## src/rtl/ksram_fetch_sched_if.sv

```systemverilog
`default_nettype none
// ============================================================================
// Module  : ksram_fetch_sched_if
// Brief   : Fetch-request and K-FIFO handshake bundle for ksram_fetch_sched.
// Rev     : 1.0  initial release
// ============================================================================
`ifndef MAX_SEQ_LENGTH
`define MAX_SEQ_LENGTH 64
`endif

interface ksram_fetch_sched_if #(
    parameter int ROW_W = $clog2(`MAX_SEQ_LENGTH)
) ();
    logic             mem_req_valid;
    logic             mem_req_ready;
    logic [ROW_W-1:0] mem_req_row;
    logic             mem_rsp_valid;
    logic             fifo_ready;
    logic             fifo_pop;

    modport master (
        output mem_req_valid, mem_req_row,
        input  mem_req_ready, mem_rsp_valid, fifo_ready, fifo_pop
    );

    modport slave (
        input  mem_req_valid, mem_req_row,
        output mem_req_ready, mem_rsp_valid, fifo_ready, fifo_pop
    );
endinterface

`default_nettype wire

```

## src/rtl/ksram_fetch_sched.sv

```systemverilog
`default_nettype none
// ============================================================================
// Module  : ksram_fetch_sched
// Brief   : Credit-based K-row fetch scheduler for one attention pass.
// Options : KSRAM_FETCH_SCHED_PERF_EN adds saturating performance counters.
// Rev     : 1.0  initial release
// ============================================================================
`ifndef MAX_SEQ_LENGTH
`define MAX_SEQ_LENGTH 64
`endif

module ksram_fetch_sched #(
    parameter int FIFO_DEPTH   = `MAX_SEQ_LENGTH,
    parameter int MAX_Q_BLOCKS = 64,
    parameter int ROW_W        = $clog2(`MAX_SEQ_LENGTH)
) (
    input  wire                            clk,
    input  wire                            rst,
    input  wire                            start,
    input  wire [ROW_W:0]                  cfg_seq_len,
    input  wire [$clog2(MAX_Q_BLOCKS):0]   cfg_num_q_blocks,
    ksram_fetch_sched_if.master            bus,
    output logic                           q_block_done,
    output logic                           busy,
    output logic                           done,
    output logic                           err
`ifdef KSRAM_FETCH_SCHED_PERF_EN
    ,
    output logic [31:0]                    perf_stall_credit,
    output logic [31:0]                    perf_stall_mem,
    output logic [31:0]                    perf_cycles
`endif
);
    localparam int                 c_qb_w    = $clog2(MAX_Q_BLOCKS) + 1;
    localparam int                 c_cr_w    = $clog2(FIFO_DEPTH + 1);
    localparam logic [c_cr_w-1:0]  c_full    = c_cr_w'(FIFO_DEPTH);
    localparam logic [c_cr_w-1:0]  c_cr_one  = c_cr_w'(1);
    localparam logic [ROW_W:0]     c_len_one = (ROW_W + 1)'(1);
    localparam logic [c_qb_w-1:0]  c_blk_one = c_qb_w'(1);

    typedef enum logic [1:0] {
        S_IDLE  = 2'd0,
        S_FETCH = 2'd1,
        S_DRAIN = 2'd2,
        S_DONE  = 2'd3
    } state_t;

    state_t             r_state, w_state_nx;
    logic               r_valid, w_valid_nx;
    logic [ROW_W-1:0]   r_row, w_row_nx;
    logic [c_qb_w-1:0]  r_blk, w_blk_nx;
    logic [c_qb_w-1:0]  r_blk_done, w_blk_done_nx;
    logic [c_qb_w-1:0]  r_num_blk, w_num_blk_nx;
    logic [ROW_W:0]     r_seq_len, w_seq_len_nx;
    logic [ROW_W:0]     r_pop_cnt, w_pop_cnt_nx;
    logic [c_cr_w-1:0]  r_credits, w_credits_nx;
    logic               r_qbd, w_qbd_nx;
    logic               r_done, r_err;
    logic               w_accept, w_pop_ok, w_err_evt;
    logic               w_last_row, w_last_blk, w_last_pop, w_last_pop_blk;

    always_comb begin
        w_accept       = r_valid && bus.mem_req_ready;
        // Pops are only counted while a pass owns the FIFO and a credit is outstanding.
        w_pop_ok       = bus.fifo_pop && (r_state == S_FETCH || r_state == S_DRAIN)
                         && (r_credits != c_full);
        w_err_evt      = (bus.mem_rsp_valid && !bus.fifo_ready)
                         || (bus.fifo_pop && (r_state == S_IDLE || r_credits == c_full));
        w_last_row     = ({1'b0, r_row} == r_seq_len - c_len_one);
        w_last_blk     = (r_blk == r_num_blk - c_blk_one);
        w_last_pop     = (r_pop_cnt == r_seq_len - c_len_one);
        w_last_pop_blk = (r_blk_done == r_num_blk - c_blk_one);

        w_state_nx    = r_state;
        w_valid_nx    = r_valid;
        w_row_nx      = r_row;
        w_blk_nx      = r_blk;
        w_blk_done_nx = r_blk_done;
        w_num_blk_nx  = r_num_blk;
        w_seq_len_nx  = r_seq_len;
        w_pop_cnt_nx  = r_pop_cnt;
        w_credits_nx  = r_credits;
        w_qbd_nx      = 1'b0;

        if (r_state == S_FETCH || r_state == S_DRAIN) begin
            if (w_accept && !w_pop_ok) begin
                w_credits_nx = r_credits - c_cr_one;
            end else if (w_pop_ok && !w_accept) begin
                w_credits_nx = r_credits + c_cr_one;
            end
            if (w_pop_ok) begin
                if (w_last_pop) begin
                    w_pop_cnt_nx = '0;
                    w_qbd_nx     = 1'b1;
                    if (r_blk_done != r_num_blk) begin
                        w_blk_done_nx = r_blk_done + c_blk_one;
                    end
                end else begin
                    w_pop_cnt_nx = r_pop_cnt + c_len_one;
                end
            end
        end

        case (r_state)
            S_IDLE: begin
                if (start) begin
                    w_seq_len_nx  = cfg_seq_len;
                    w_num_blk_nx  = cfg_num_q_blocks;
                    w_row_nx      = '0;
                    w_blk_nx      = '0;
                    w_blk_done_nx = '0;
                    w_pop_cnt_nx  = '0;
                    w_credits_nx  = c_full;
                    if (cfg_seq_len == '0 || cfg_num_q_blocks == '0) begin
                        w_state_nx = S_DONE;
                    end else begin
                        w_state_nx = S_FETCH;
                        w_valid_nx = 1'b1;
                    end
                end
            end
            S_FETCH: begin
                if (w_accept) begin
                    if (w_last_row) begin
                        w_row_nx = '0;
                        if (w_last_blk) begin
                            w_state_nx = S_DRAIN;
                        end else begin
                            w_blk_nx = r_blk + c_blk_one;
                        end
                    end else begin
                        w_row_nx = r_row + ROW_W'(1);
                    end
                end
                w_valid_nx = (w_state_nx == S_FETCH) && (w_credits_nx != '0);
            end
            S_DRAIN: begin
                w_valid_nx = 1'b0;
                if (w_pop_ok && w_last_pop && w_last_pop_blk) begin
                    w_state_nx = S_DONE;
                end
            end
            S_DONE: begin
                w_valid_nx = 1'b0;
                w_state_nx = S_IDLE;
            end
            default: begin
                w_valid_nx = 1'b0;
                w_state_nx = S_IDLE;
            end
        endcase
    end

    always_ff @(posedge clk) begin
        if (rst) begin
            r_state    <= S_IDLE;
            r_valid    <= 1'b0;
            r_row      <= '0;
            r_blk      <= '0;
            r_blk_done <= '0;
            r_num_blk  <= '0;
            r_seq_len  <= '0;
            r_pop_cnt  <= '0;
            r_credits  <= c_full;
            r_qbd      <= 1'b0;
            r_done     <= 1'b0;
            r_err      <= 1'b0;
        end else begin
            r_state    <= w_state_nx;
            r_valid    <= w_valid_nx;
            r_row      <= w_row_nx;
            r_blk      <= w_blk_nx;
            r_blk_done <= w_blk_done_nx;
            r_num_blk  <= w_num_blk_nx;
            r_seq_len  <= w_seq_len_nx;
            r_pop_cnt  <= w_pop_cnt_nx;
            r_credits  <= w_credits_nx;
            r_qbd      <= w_qbd_nx;
            r_done     <= (r_state == S_DONE);
            r_err      <= r_err | w_err_evt;
        end
    end

    assign bus.mem_req_valid = r_valid;
    assign bus.mem_req_row   = r_row;
    assign q_block_done      = r_qbd;
    assign busy              = (r_state == S_FETCH) || (r_state == S_DRAIN);
    assign done              = r_done;
    assign err               = r_err;

`ifdef KSRAM_FETCH_SCHED_PERF_EN
    logic [31:0] r_perf_stall_credit, r_perf_stall_mem, r_perf_cycles;

    always_ff @(posedge clk) begin
        if (rst) begin
            r_perf_stall_credit <= '0;
            r_perf_stall_mem    <= '0;
            r_perf_cycles       <= '0;
        end else if (r_state == S_IDLE) begin
            if (start) begin
                r_perf_stall_credit <= '0;
                r_perf_stall_mem    <= '0;
                r_perf_cycles       <= '0;
            end
        end else begin
            if (r_state == S_FETCH && r_credits == '0 && r_perf_stall_credit != '1) begin
                r_perf_stall_credit <= r_perf_stall_credit + 32'd1;
            end
            if (r_valid && !bus.mem_req_ready && r_perf_stall_mem != '1) begin
                r_perf_stall_mem <= r_perf_stall_mem + 32'd1;
            end
            if (busy && r_perf_cycles != '1) begin
                r_perf_cycles <= r_perf_cycles + 32'd1;
            end
        end
    end

    assign perf_stall_credit = r_perf_stall_credit;
    assign perf_stall_mem    = r_perf_stall_mem;
    assign perf_cycles       = r_perf_cycles;
`endif

endmodule

`default_nettype wire
```

## src/flat_wrapper.sv

```systemverilog
// flat-port wrapper written by rule: the top's interface ports become plain ports
module ksram_fetch_sched_flat 
#(
    parameter int FIFO_DEPTH   = `MAX_SEQ_LENGTH,
    parameter int MAX_Q_BLOCKS = 64,
    parameter int ROW_W        = $clog2(`MAX_SEQ_LENGTH)
)
  (clk, rst, start, cfg_seq_len, cfg_num_q_blocks, q_block_done, busy, done, err, bus_mem_req_valid, bus_mem_req_row, bus_mem_req_ready, bus_mem_rsp_valid, bus_fifo_ready, bus_fifo_pop);
  ksram_fetch_sched_if #(.ROW_W(ROW_W)) bus_i ();
  input  wire clk;
  input  wire rst;
  input  wire start;
  input  wire [ROW_W:0] cfg_seq_len;
  input  wire [$clog2(MAX_Q_BLOCKS):0] cfg_num_q_blocks;
  output logic q_block_done;
  output logic busy;
  output logic done;
  output logic err;
  output wire logic [$bits(bus_i.mem_req_valid)-1:0] bus_mem_req_valid;
  output wire logic [$bits(bus_i.mem_req_row)-1:0] bus_mem_req_row;
  input wire logic [$bits(bus_i.mem_req_ready)-1:0] bus_mem_req_ready;
  input wire logic [$bits(bus_i.mem_rsp_valid)-1:0] bus_mem_rsp_valid;
  input wire logic [$bits(bus_i.fifo_ready)-1:0] bus_fifo_ready;
  input wire logic [$bits(bus_i.fifo_pop)-1:0] bus_fifo_pop;
  assign bus_mem_req_valid = bus_i.mem_req_valid;
  assign bus_mem_req_row = bus_i.mem_req_row;
  assign bus_i.mem_req_ready = bus_mem_req_ready;
  assign bus_i.mem_rsp_valid = bus_mem_rsp_valid;
  assign bus_i.fifo_ready = bus_fifo_ready;
  assign bus_i.fifo_pop = bus_fifo_pop;
  ksram_fetch_sched #(.FIFO_DEPTH(FIFO_DEPTH), .MAX_Q_BLOCKS(MAX_Q_BLOCKS), .ROW_W(ROW_W)) u_core (.clk(clk), .rst(rst), .start(start), .cfg_seq_len(cfg_seq_len), .cfg_num_q_blocks(cfg_num_q_blocks), .bus(bus_i), .q_block_done(q_block_done), .busy(busy), .done(done), .err(err));
endmodule
```

## config.mk

```make
export PLATFORM = sky130hd
export DESIGN_NAME = ksram_fetch_sched_flat
export DESIGN_NICKNAME = d
export VERILOG_FILES = /design/src/rtl/ksram_fetch_sched_if.sv /design/src/rtl/ksram_fetch_sched.sv /design/src/flat_wrapper.sv
export SDC_FILE = /design/constraint.sdc
export NUM_CORES = 1
export LEC_CHECK = 0
export ABC_AREA = 0
export CAP_MARGIN = 30
export CORE_MARGIN = 2
export CORE_UTILIZATION = 55
export DETAILED_ROUTE_END_ITERATION = 10
export GPL_TIMING_DRIVEN = 1
export PLACE_DENSITY = 0.87
export RECOVER_POWER = 25
export SLEW_MARGIN = 25
export SYNTH_ARGS = -nofsm -noshare
export SYNTH_HDL_FRONTEND = slang
export SYNTH_SLANG_ARGS = --single-unit
```

## constraint.sdc

```tcl
create_clock -name clk -period 3.95 [get_ports clk]
set_clock_uncertainty 0.2 [all_clocks]
set_input_delay 0.79 -clock clk [delete_from_list [all_inputs] [get_ports clk]]
set_output_delay 0.79 -clock clk [all_outputs]
set_load 0.005 [all_outputs]
```

==> results of run 1 <==
==> report_power, final <==
| group | leakage [nW] | switching (mW) | internal [mW] |
|---|---|---|---|
| clock network | 0.0575 | 0.177 | 0.177 |
| registers | 0.438 | 0.101 | 0.603 |
| logic | 0.979 | 0.605 | 0.449 |
| total | 1.48 | 0.883 | 1.23 |
==> state kept, by name (all words and copies together) (netlist names) <==
name and count:
u_core.bus.mem_req_row 6, u_core.r_seq_len 7, u_core.r_pop_cnt 7, u_core.r_blk_done 7, u_core.r_blk 7, u_core.done 1, u_core.q_block_done 1, u_core.r_state 2
u_core.r_num_blk 7, u_core.r_credits 7, u_core.bus.mem_req_valid 1, u_core.err 1
==> per-stage QoR <==
stage | setup WS (ns) | instances | instance area (sq um) | hold WS (ns)
floorplan | 0.984 | 444 | 3590 | 0.256
global placement | 0.741 | 535 | 3930 | 0.273
detailed placement | 0.644 | 535 | 3930 | 0.289
CTS | 0.738 | 543 | 4040 | 0.305
global route | 0.520 | 543 | 4040 | 0.330
finish | 0.742 | 543 | 4040 | 0.300
==> cell usage after synthesis, types with 3 or more instances <==
cell	number
nand2_1	57
dfxtp_1	54
nor2_1	42
a21oi_1	35
xnor2_1	27
xor2_1	27
inv_1	18
clkbuf_1	16
nand3_1	14
ha_1	13
mux2i_1	12
nand4_1	12
nor3_1	11
or3_1	11
o21ai_0	10
nor4_1	7
nand2b_1	6
a211oi_1	5
nor4b_1	4
or2_2	4
buf_2	3
nor3b_1	3
o2111ai_1	3
==> cells by family (layout without fill, tap and decap cells) <==
group	count (synthesis)	in the layout	synth area share (%)
buffers and inverters	40	62	4.71
AND/OR/NAND/NOR	191	191	27.7
multiplexers	12	12	3.35
AO/OA/AOI/OAI	79	79	15.7
adder cells (fa/ha/maj)	13	13	4.53
flip-flops	54	54	30.1
XOR/XNOR	55	55	13.8
==> layout make-up <==
class	count	area, sq um
multi-input combinational	350	2340
fill	546	2280
inverter	18	67.6
timing repair buffer	36	344
tap	77	96.3
sequential	54	1080
clock buffer	8	110
==> worst reg2reg max path, delay by kind of cell (launching register included) <==
kind	cells	cell delay, ns
AND/OR/NAND/NOR	5	1.77
multiplexers	1	0.22
buffers and inverters	1	0.11
XOR/XNOR	1	0.20
flip-flops	1	0.39
adder cells (fa/ha/maj)	1	0.24
==> final timing paths <==
kind / end / from / depth (start not counted)
max: u_core.r_blk_done[5] / u_core.r_seq_len[0] / 9
min: u_core.r_blk_done[6] / u_core.r_blk_done[6] / 2
max reg2reg: u_core.r_blk_done[5] / u_core.r_seq_len[0] / 9
min reg2reg: u_core.r_blk_done[6] / u_core.r_blk_done[6] / 2
==> routing by layer <==
metal  wire length, microns  track usage, %
met3                    464            3.93
met5                      0               0
met1                   3500            30.6
met2                   4210            41.1
met4                    145            8.08
==> run_results.csv, run 1 <==
group,metric,value,unit
global_routing,grt.total_usage,24.0,%
power,p_leak,1.48,nW
sta,tns,0,ns
layout,finalNetCount,499,
worst_setup_path,required,3.99,ns
floorplan,rows,29,
worst_setup_path,crit_chain,"inv_1 > ha_1 > or3b_1 > or3_1 > xnor2_1 > nor4_4 > nand2_2 > nor4_2 > mux2i_1",
layout,mostFrequentLayoutCells,"nand2_1, dfxtp_1, nor2_1",
power,vdd_ir_drop_max,0.285,mV
worst_setup_path,cp-start-kind,"flip-flop",
clock_network,cts_buffer_depth,2,
clock_network,cts.sinks,54,
floorplan,dieArea,0.00718,sq mm
detailed_routing,drt-initial-drc-count,309,
clock_network,holdBufCountCts,0,
sta,fmax,0.312,GHz
detailed_routing,vias_per_cell,6.05,
clock_network,root_buffer,"clkbuf_8",
sta,fin_crit,3.21,ns
worst_setup_path,crit_fanout,8,
worst_setup_path,critPathKind,"reg -> reg",
layout,insertedDiodeCount,0,
layout,syn2layout_area_growth,12.5,%
worst_setup_path,endpoint_kind,"flip-flop",
global_routing,antenna_found_initial,0,
clock_network,cts_tree,"yes",
sta,finalSetupViolCount,0,
sta,rsz0062_at_grt,"no",
layout,drive_gt1_share,6.65,%
detailed_routing,wl_per_cell,15.3,microns
synthesis,synth.area.top_cells,"dfxtp_1, xnor2_1, xor2_1, nand2_1, a21oi_1",
synthesis,synth-edff-count,0,
worst_setup_path,max_stage_delay,0.49,ns
worst_setup_path,cp.arrival,3.25,ns
global_routing,grt_max_degree,21,
detailed_routing,num_vias,3286,
floorplan,core_area,0.00631,sq mm
synthesis,netlist_instances,444,
detailed_routing,ant_nets,0,
global_routing,grt_pass1_vias,3119,
detailed_routing,post-route-drc-count,0,
synthesis,synth_area_leader_cell,"dfxtp_1",
synthesis,syn_nets,478,
synthesis,synth_top_area_share,30.1,%
synthesis,synth_area,0.00359,sq mm
clock_network,post_cts_buffers,0,
synthesis,yosys_warnings,0,
job,maxCapViolations,0,
sta,finalHoldViolCount,0,
layout,mostFrequentLayoutCell,"nand2_1",
place,port_buffers,31,
floorplan,initial_core_util,56.8,%
place,routabilityCongestion,0.964,
synthesis,seq_area_frac_synth,30.1,%
layout,utilization,63.9,%
min_path,hold_class,"reg -> reg",
power,finalPower,2.11,mW
sta,final-max-slew-violation-count,0,
synthesis,netlist-cell-type-count,62,
worst_setup_path,critPathBufInv,1,
clock_network,insertion_delay,0.31,ns
clock_network,cts_buffers,5,
power,power.density,523,mW/mm^2
worst_setup_path,slowest_stage,"or3b_1",
floorplan,ios,32,
synthesis,async_reset_ff_share,0,%
synthesis,synth_area_per_cell,8.08,sq um
floorplan,die_h,84.8,microns
sta,slew_headroom,42.7,%
global_routing,grt_pass1_wl,14.3,mm
clock_network,ctsHtreeMaxLevel,2,
floorplan,die_x,84.8,microns
synthesis,ys_seq_elements,54,
clock_network,clk_pin_slew_worst_paths,0.09,ns
worst_setup_path,critPathTopFamily,"simple AND/OR/NAND/NOR gates",
detailed_routing,first_pass_iters,5,
run_status,status,"completed",
sta,worstMarginPinSlew,0.859,ns
place,place_hpwl,6.40,mm
global_routing,overflow,0,
detailed_routing,routed_wl,8.32,mm
synthesis,synth_ff_type,"dfxtp_1",
worst_setup_path,reg2reg_slack,0.74,ns
clock_network,cts_resized,0,
sta,finalCritPeriodShare,81.2,%
Note: power is estimated with default switching activity, not from simulation.
==> run 2, diff against run 1 <==
--- a/config.mk
+++ b/config.mk
@@ -8,7 +8,7 @@
 export ABC_AREA = 0
 export CAP_MARGIN = 30
 export CORE_MARGIN = 2
-export CORE_UTILIZATION = 55
+export CORE_UTILIZATION = 53
 export DETAILED_ROUTE_END_ITERATION = 10
 export GPL_TIMING_DRIVEN = 1
 export PLACE_DENSITY = 0.87
==> constraint.sdc (replaced) <==
create_clock -name clk -period 2.78 [get_ports clk]
set_clock_uncertainty 0.2 [all_clocks]
set_input_delay 0.556 -clock clk [delete_from_list [all_inputs] [get_ports clk]]
set_output_delay 0.556 -clock clk [all_outputs]
set_load 0.005 [all_outputs]
==> run 2 against run 1 <==
Effect of this change:
- hold slack worse by 0.016 ns
- cell count up 6.6%
- sequential share of layout area down 2.8 points
- non-clock buffer count up 35
- clock-buffer cell count down 3
- the flow now finishes with violations (setup timing)
- die area up 3.6%
- wire length up 16%
- register-to-register slack worse by 0.76 ns
==> run_results.csv, run 2 (same netlist as run 1, synthesis figures left out) <==
group,metric,value,unit
global_routing,grt_pass1_vias,3289,
min_path,hold_class,"reg -> reg",
layout,register_area,0.00109,sq mm
layout,drive_gt1_share,18.7,%
layout,final_area,0.00454,sq mm
job,maxCapViolations,0,
layout,multiInputGateArea,0.00256,sq mm
run_status,violations,"setup timing",
clock_network,cts_buffers,5,
sta,finalSetupViolCount,1,
layout,syn2layout_area_growth,26.6,%
sta,fin_crit,2.80,ns
detailed_routing,vias_per_cell,6.03,
floorplan,dieArea,0.00744,sq mm
power,p_sw,1.43,mW
clock_network,insertion_delay,0.32,ns
worst_setup_path,critPathKind,"reg -> reg",
worst_setup_path,crit_fanout,6,
clock_network,clk_pin_slew_worst_paths,0.10,ns
detailed_routing,num_vias,3494,
power,seq_power_share,28.4,%
power,power.density,756,mW/mm^2
global_routing,antenna_found_initial,0,
clock_network,ctsHtreeMaxLevel,2,
layout,mostFrequentLayoutCell,"nand2_1",
power,p_int,2.01,mW
detailed_routing,routed_wl,9.64,mm
sta,fmax,0.357,GHz
place,placed_cell_area,0.00417,sq mm
place,port_buffers,31,
sta,slew_headroom,49.3,%
worst_setup_path,cp.arrival,2.80,ns
global_routing,grt.total_usage,24.5,%
sta,worstMarginPinSlew,0.758,ns
sta,finalHoldViolCount,0,
place,routabilityCongestion,0.927,
detailed_routing,wl_per_cell,16.6,microns
detailed_routing,drt-initial-drc-count,311,
sta,tns,-0.0212,ns
floorplan,ios,32,
global_routing,overflow,0,
run_status,status,"finished, violations left",
floorplan,initial_core_util,55.5,%
power,vdd_ir_drop_max,0.354,mV
worst_setup_path,required,2.77,ns
sta,final-max-slew-violation-count,0,
min_path,hold_path_depth,2,
power,combinationalPowerShare,55.8,%
clock_network,root_buffer,"clkbuf_8",
worst_setup_path,endpoint_kind,"flip-flop",
detailed_routing,ant_nets,0,
detailed_routing,first_pass_iters,5,
worst_setup_path,cp-start-kind,"flip-flop",
place,place_hpwl,6.78,mm
detailed_routing,post-route-drc-count,0,
power,pwr-share-clk,15.8,%
layout,mostFrequentLayoutCells,"nand2_1, dfxtp_1, nor2_1",
global_routing,grt_max_degree,22,
worst_setup_path,reg2regPathDepth,9,
power,p_leak,1.78,nW
floorplan,rows,29,
sta,finalCritPeriodShare,101,%
sta,rsz0062_at_grt,"yes",
layout,insertedDiodeCount,0,
sta,hold-worst-slack,0.284,ns
clock_network,cts.sinks,54,
layout,nFillCells,472,
floorplan,core_area,0.00646,sq mm
sta,setup_ws,-0.0212,ns
floorplan,die_x,86.3,microns
power,swShare,41.5,%
layout,finalNetCount,535,
floorplan,die_h,86.3,microns
global_routing,grt_pass1_wl,14.9,mm
clock_network,cts_buffer_depth,2,
clock_network,cts_tree,"yes",
-- run 2: changes by cell type in the layout (fill, tap and decap cells not counted), moves of 4 or more --
| cell | previous run | this run |
|---|---|---|
| buf_4 | 4 | 37 |
| clkdlybuf4s50_1 | 30 | 21 |
| or3_4 | 0 | 4 |
| or3_1 | 11 | 7 |
| dlygate4sd3_1 | 1 | 10 |
-- run 2: area by class of cell --
cell class	count	area share [%]
clock buffer	5	1.52
clock inverter	3	0.992
inverter	18	1.54
multi-input combinational	351	56.4
sequential	54	23.9
tap	77	2.12
timing repair buffer	71	13.5
-- run 2: per-stage QoR --
step                setup slack, ns  instances  total power, mW  util (%)
finish                      -0.0212        579             3.43      70.3
global route                 -0.132        579             3.64      70.3
CTS                          0.0189        570             3.22      66.4
detailed placement           -0.120        562             2.68      64.6
global placement            -0.0970        562             2.64      64.6
floorplan                   -0.0110        444             2.18         -
-- run 2: layer usage --
layer	vias to the layer above	routed length (microns)	track usage (%)
met5	-	0	0
met4	0	191	6.11
met3	21	469	4.10
met2	111	4980	43.6
met1	1690	3990	30.9
li1	1672	-	-
-- run 2: timing repair --
item / in CTS / in global routing
endpoints found under the setup margin: 0 / 16
hold buffers: 0 / 0
resized for setup: 0 / 37
setup buffers: 0 / 8
-- run 2: power groups by stage --
stage	logic, mW	clock network (mW)	registers, mW
detailed placement	1.69	0	0.983
floorplan	1.23	0	0.946
global route	2.08	0.571	0.988
finish	1.92	0.542	0.977
global placement	1.66	0	0.977
CTS	1.71	0.544	0.965
-- run 2: final timing paths --
path | from | endpoint | slack, ns
worst min-delay path | u_core.r_credits[1] | u_core.r_credits[1] | 0.28
worst max register to register | u_core.r_seq_len[0] | u_core.r_blk_done[3] | -0.02
worst min register to register | u_core.r_credits[1] | u_core.r_credits[1] | 0.28
worst max-delay path | u_core.r_seq_len[0] | u_core.r_blk_done[3] | -0.02
-- run 2: worst max-delay path, stage by stage, from the launching register on --
cell and delay [ns]:
dfxtp_2 0.35, inv_4 0.06, ha_4 0.13, or3b_4 0.37, or3_4 0.44, xnor2_4 0.15, nor4_4 0.42, nand2_4 0.18
o311ai_4 0.27, o41ai_2 0.12
==> run 3, diff against run 2 <==
--- a/config.mk
+++ b/config.mk
@@ -8,10 +8,11 @@
 export ABC_AREA = 0
 export CAP_MARGIN = 30
 export CORE_MARGIN = 2
-export CORE_UTILIZATION = 53
+export CORE_UTILIZATION = 35
+export CTS_CLUSTER_DIAMETER = 30
 export DETAILED_ROUTE_END_ITERATION = 10
 export GPL_TIMING_DRIVEN = 1
-export PLACE_DENSITY = 0.87
+export PLACE_DENSITY = 0.54
 export RECOVER_POWER = 25
 export SLEW_MARGIN = 25
 export SYNTH_ARGS = -nofsm -noshare
==> run 3 against run 2 <==
Effect of this change:
- the flow still finishes with violations (setup timing)
- sequential cell count is the same
- critical endpoint is now u_core.r_blk_done[1]
- register-to-register slack about the same
- highest routed layer unchanged
- sequential power about the same
==> run_results.csv, run 3 (same netlist as run 1, synthesis figures left out) <==
group,metric,value,unit
sta,finalSetupViolCount,1,
detailed_routing,ant_nets,0,
run_status,violations,"setup timing",
global_routing,grt.total_usage,17.1,%
detailed_routing,num_vias,3358,
sta,worstMarginPinSlew,0.750,ns
floorplan,initial_core_util,36.4,%
floorplan,rows,36,
detailed_routing,vias_per_cell,5.25,
sta,finalCritPeriodShare,101,%
detailed_routing,first_pass_iters,4,
layout,finalNetCount,540,
place,routabilityCongestion,0.883,
detailed_routing,wl_per_cell,14.9,microns
layout,nFillCells,975,
sta,hold-worst-slack,0.286,ns
worst_setup_path,required,2.79,ns
global_routing,grt_pass1_vias,3282,
detailed_routing,post-route-drc-count,0,
detailed_routing,drt-initial-drc-count,242,
worst_setup_path,endpoint_kind,"flip-flop",
sta,slew_headroom,49.8,%
layout,multiInputGateArea,0.00252,sq mm
place,dp_slack,-0.188,ns
power,p_leak,1.76,nW
layout,syn2layout_area_growth,27.9,%
sta,rsz0062_at_grt,"yes",
floorplan,die_h,105,microns
floorplan,ios,32,
clock_network,ctsHtreeMaxLevel,2,
worst_setup_path,max_stage_delay,0.44,ns
worst_setup_path,slowest_stage,"or3_4",
clock_network,cts_buffers,5,
clock_network,cts_buffer_depth,2,
power,power.density,730,mW/mm^2
power,vdd_ir_drop_max,0.264,mV
clock_network,root_buffer,"clkbuf_8",
sta,fin_crit,2.80,ns
floorplan,core_area,0.00986,sq mm
detailed_routing,routed_wl,9.51,mm
min_path,hold_class,"reg -> reg",
global_routing,antenna_found_initial,0,
place,place_hpwl,7.19,mm
sta,final-max-slew-violation-count,0,
place,port_buffers,31,
sta,setup_ws,-0.0236,ns
floorplan,die_x,105,microns
clock_network,cts_tree,"yes",
place,placed_cell_area,0.00430,sq mm
layout,utilization,46.5,%
layout,drive_gt1_share,18.3,%
clock_network,cts.sinks,54,
global_routing,overflow,0,
worst_setup_path,crit_chain,"inv_4 > ha_4 > or3b_4 > or3_4 > xnor2_4 > nor4_4 > nand2_4 > buf_6 > buf_6 > mux2i_1 > nor2_1",
worst_setup_path,critPathTopFamily,"simple AND/OR/NAND/NOR gates",
worst_setup_path,critPathKind,"reg -> reg",
layout,register_area,0.00108,sq mm
worst_setup_path,cp-start-kind,"flip-flop",
worst_setup_path,cp.arrival,2.81,ns
layout,mostFrequentLayoutCell,"nand2_1",
layout,insertedDiodeCount,0,
job,maxCapViolations,0,
sta,finalHoldViolCount,0,
floorplan,dieArea,0.0111,sq mm
worst_setup_path,critPathBufInv,3,
global_routing,grt_max_degree,22,
layout,mostFrequentLayoutCells,"nand2_1, dfxtp_1, buf_4",
sta,fmax,0.357,GHz
clock_network,clk_pin_slew_worst_paths,0.11,ns
clock_network,insertion_delay,0.31,ns
layout,final_area,0.00459,sq mm
worst_setup_path,crit_fanout,5,
worst_setup_path,cp_common_cell,"buf_6",
global_routing,grt_pass1_wl,15.6,mm
run_status,status,"finished, violations left",
run 3: cell types whose count changed in the layout (fill, tap and decap cells not counted), sizes merged:
cell	change
clkinvlp	-1
clkinv	+1
buf	+6
bufinv	-1
run 3: through the flow:
step	TNS [ns]	std cells	power (mW)
after floorplan	-0.0219	444	2.18
after global placement	-0.663	626	2.73
after detailed placement	-1.01	626	2.75
after CTS	0	635	3.27
after global routing	-0.613	640	3.57
final	-0.0236	640	3.35
run 3: area by class of cell:
type / count / area share, %
inverters: 18 / 1.53
clock buffers: 6 / 1.80
clock inverters: 2 / 0.273
multi-input cells: 351 / 54.9
well taps: 133 / 3.63
flip-flops and latches: 54 / 23.6
repair buffers: 76 / 14.3
run 3: path summary, 6_finish.rpt:
check	startpoint	end	slack (ns)	depth (start not counted)
setup / recovery	u_core.r_seq_len[0]	u_core.r_blk_done[1]	-0.02	11
setup reg to reg	u_core.r_seq_len[0]	u_core.r_blk_done[1]	-0.02	11
hold / removal	u_core.r_credits[1]	u_core.r_credits[1]	0.29	2
hold reg to reg	u_core.r_credits[1]	u_core.r_credits[1]	0.29	2
run 3: worst register-to-register path, delay by kind of cell, from the launching register on:
kind / cells / cell delay (ns)
buf+inv: 3 / 0.32
mux: 1 / 0.14
flops: 1 / 0.35
xor+xnor: 1 / 0.15
fa+ha+maj: 1 / 0.14
simple gates: 5 / 1.40
run 3: routing by layer:
metal	share of wire, %	vias up	global-route usage, %
met1	47	1597	22.5
met4	0.91	0	3.81
li1	-	1687	-
met3	3.7	9	2.35
met2	49	65	29.7
met5	0	-	0
run 3: where the power goes:
| part | switching (mW) | internal [mW] | total (mW) |
|---|---|---|---|
| sequential | 0.116 | 0.858 | 0.974 |
| combinational | 1.02 | 0.877 | 1.90 |
| clock | 0.278 | 0.201 | 0.479 |
run 3: what timing repair did:
| action | CTS | global route |
|---|---|---|
| buffers inserted | 1 | 4 |
| cloned | 0 | 1 |
| hold buffers | 0 | 0 |
| resized for setup | 3 | 22 |
| setup endpoints to repair | 7 | 14 |
| pin swaps | 3 | 16 |
==> patch: new RTL, settings of run 1 <==
Set the macro `MAX_SEQ_LENGTH` to 256 (it was 64).
--- a/src/rtl/ksram_fetch_sched_if.sv
+++ b/src/rtl/ksram_fetch_sched_if.sv
@@ -5,7 +5,7 @@
 // Rev     : 1.0  initial release
 // ============================================================================
 `ifndef MAX_SEQ_LENGTH
-`define MAX_SEQ_LENGTH 64
+`define MAX_SEQ_LENGTH 256
 `endif
 
 interface ksram_fetch_sched_if #(
Ports: changed (resized bus_mem_req_row and cfg_seq_len); port bits go from 32 to 36. The function was not compared with the original's and may differ.
==> patch against run 1 <==
  * Die area rose by 11%
  * Setup slack got worse by 0.067 ns
  * Sequential cell count increased by 8
  * First-iteration DRC count rose by 0.65%
  * Cell area grew 14%
  * Area after synthesis grew 12%
  * Largest cell class unchanged
  * Total power rose by 23%
  * Combinational power grew 12%
  * Wire length increased by 21%
  * Highest routed layer unchanged
  * Via count up 16%
==> patch: results (changes against run 1) <==
stage,metric,value,unit,change
run_status,status,"finished, final reports clean",,unchanged
clocking,clock_latency,0.35,ns,was 0.31 ns
layout,nMultiInputCombCells,411,,was 350
layout,final_util,64.38,%,was 63.93%
floorplan,die_w,89.32,microns,was 84.76 microns
placed_design,postPlaceCellArea,4397,sq um,was 3930 sq um
global_route,grt_max_degree,22,,was 21
global_route,gr-usage-met3,4.340,%,was 3.933%
logic_synthesis,synth_nets,554,,was 478
layout,clock_buffers,13,,was 8
clocking,cts_buffers,9,,was 5
clocking,clock_sinks,62,,was 54
global_route,met2_usage,47.54,%,was 41.09%
global_route,grtUsageTotal,26.49,%,was 23.97%
logic_synthesis,synth-seq-area-share,31.00,%,was 30.14%
logic_synthesis,synthXorXnorAreaFrac,13.78,%,was 13.85%
layout,drive_above_1_share,6.033,%,was 6.652%
setup_path,reg2reg_to,u_core.r_blk[3],,was u_core.r_blk_done[5]
logic_synthesis,ys_top_cells_by_count,"nand2_1, dfxtp_1, nor2_1, a21oi_1, xnor2_1",,"was nand2_1, dfxtp_1, nor2_1, a21oi_1"
power_and_ir_drop,power.switching,0.001075,W,was 0.0008826 W
global_route,first_global_vias,3684,,was 3119
logic_synthesis,yosys.cell_types.count,58,,was 62
placed_design,pre_cts_ws,0.3300,ns,was 0.6439 ns
layout,buffers,41,,was 36
layout,multi_input_area_share,55.99,%,was 57.90%
layout,nonClockInverterCount,17,,was 18
layout,seq_area,1241,sq um,was 1081 sq um
setup_path,crit_start,bus_fifo_pop,,was u_core.r_seq_len[0]
placed_design,dp_hpwl,7.210,mm,was 6.400 mm
drt,met3WireLength,646,microns,was 464 microns
logic_synthesis,synth-adder-area-share,4.375,%,was 4.534%
power_and_ir_drop,clkPwrFrac,22.7,%,was 16.8%
setup_path,crit_slowest_cell,clkdlybuf4s50_1,,was or3b_1
logic_synthesis,synth.area.top_cells,"dfxtp_1, xnor2_1, xor2_1",,unchanged
layout,fin_nets,579,,was 499
drt,wirelength,10.09,mm,was 8.315 mm
global_route,gr-usage-met1,30.83,%,was 30.60%
layout,bufAreaShareNonClock,8.524,%,about the same
timing,finalCritPeriodShare,82.92,%,was 81.23%
drt,wl_met2,5.073,mm,was 4.206 mm
placed_design,dp.cells,630,,was 535
power_and_ir_drop,ir_worst_vdd,298.4,uV,was 284.9 uV
setup_path,timing.rr.start,u_core.r_num_blk[0],,was u_core.r_seq_len[0]
global_route,grt_first_pass_wirelength,16.57,mm,was 14.28 mm
setup_path,worstRegToRegCells,10,,was 9
logic_synthesis,muxShareOfSynthArea,0.2500,%,was 3.348%
drt,drtIter0Drc,311,,was 309
setup_path,crit_fanout,10,,was 8
timing,max_slew_margin,44.79,%,was 42.74%
clocking,post_cts_buffers,0,,unchanged
placed_design,gp_congestion,0.9298,,was 0.9641
setup_path,cp.arrival,3.35,ns,was 3.25 ns
==> patch: how the worst min path moves through the flow <==
| stage | from | cells after the start | endpoint | slack [ns] |
|---|---|---|---|---|
| global route | u_core.r_blk[6] | 2 | u_core.r_blk[6] | 0.34 |
| detailed placement | u_core.r_pop_cnt[1] | 2 | u_core.r_pop_cnt[1] | 0.30 |
| global placement | u_core.r_blk_done[6] | 2 | u_core.r_blk_done[6] | 0.29 |
| finish | u_core.r_num_blk[1] | 2 | u_core.r_num_blk[1] | 0.32 |
| CTS | u_core.r_num_blk[1] | 2 | u_core.r_num_blk[1] | 0.32 |
| floorplan | u_core.r_blk[6] | 2 | u_core.r_blk[6] | 0.27 |
==> patch: kinds of logic after synthesis <==
| family | Yosys count |
|---|---|
| fa+ha+maj | 14 |
| mux | 1 |
| compound gates | 94 |
| xor+xnor | 63 |
| buf+inv | 44 |
| flops | 62 |
| simple gates | 239 |
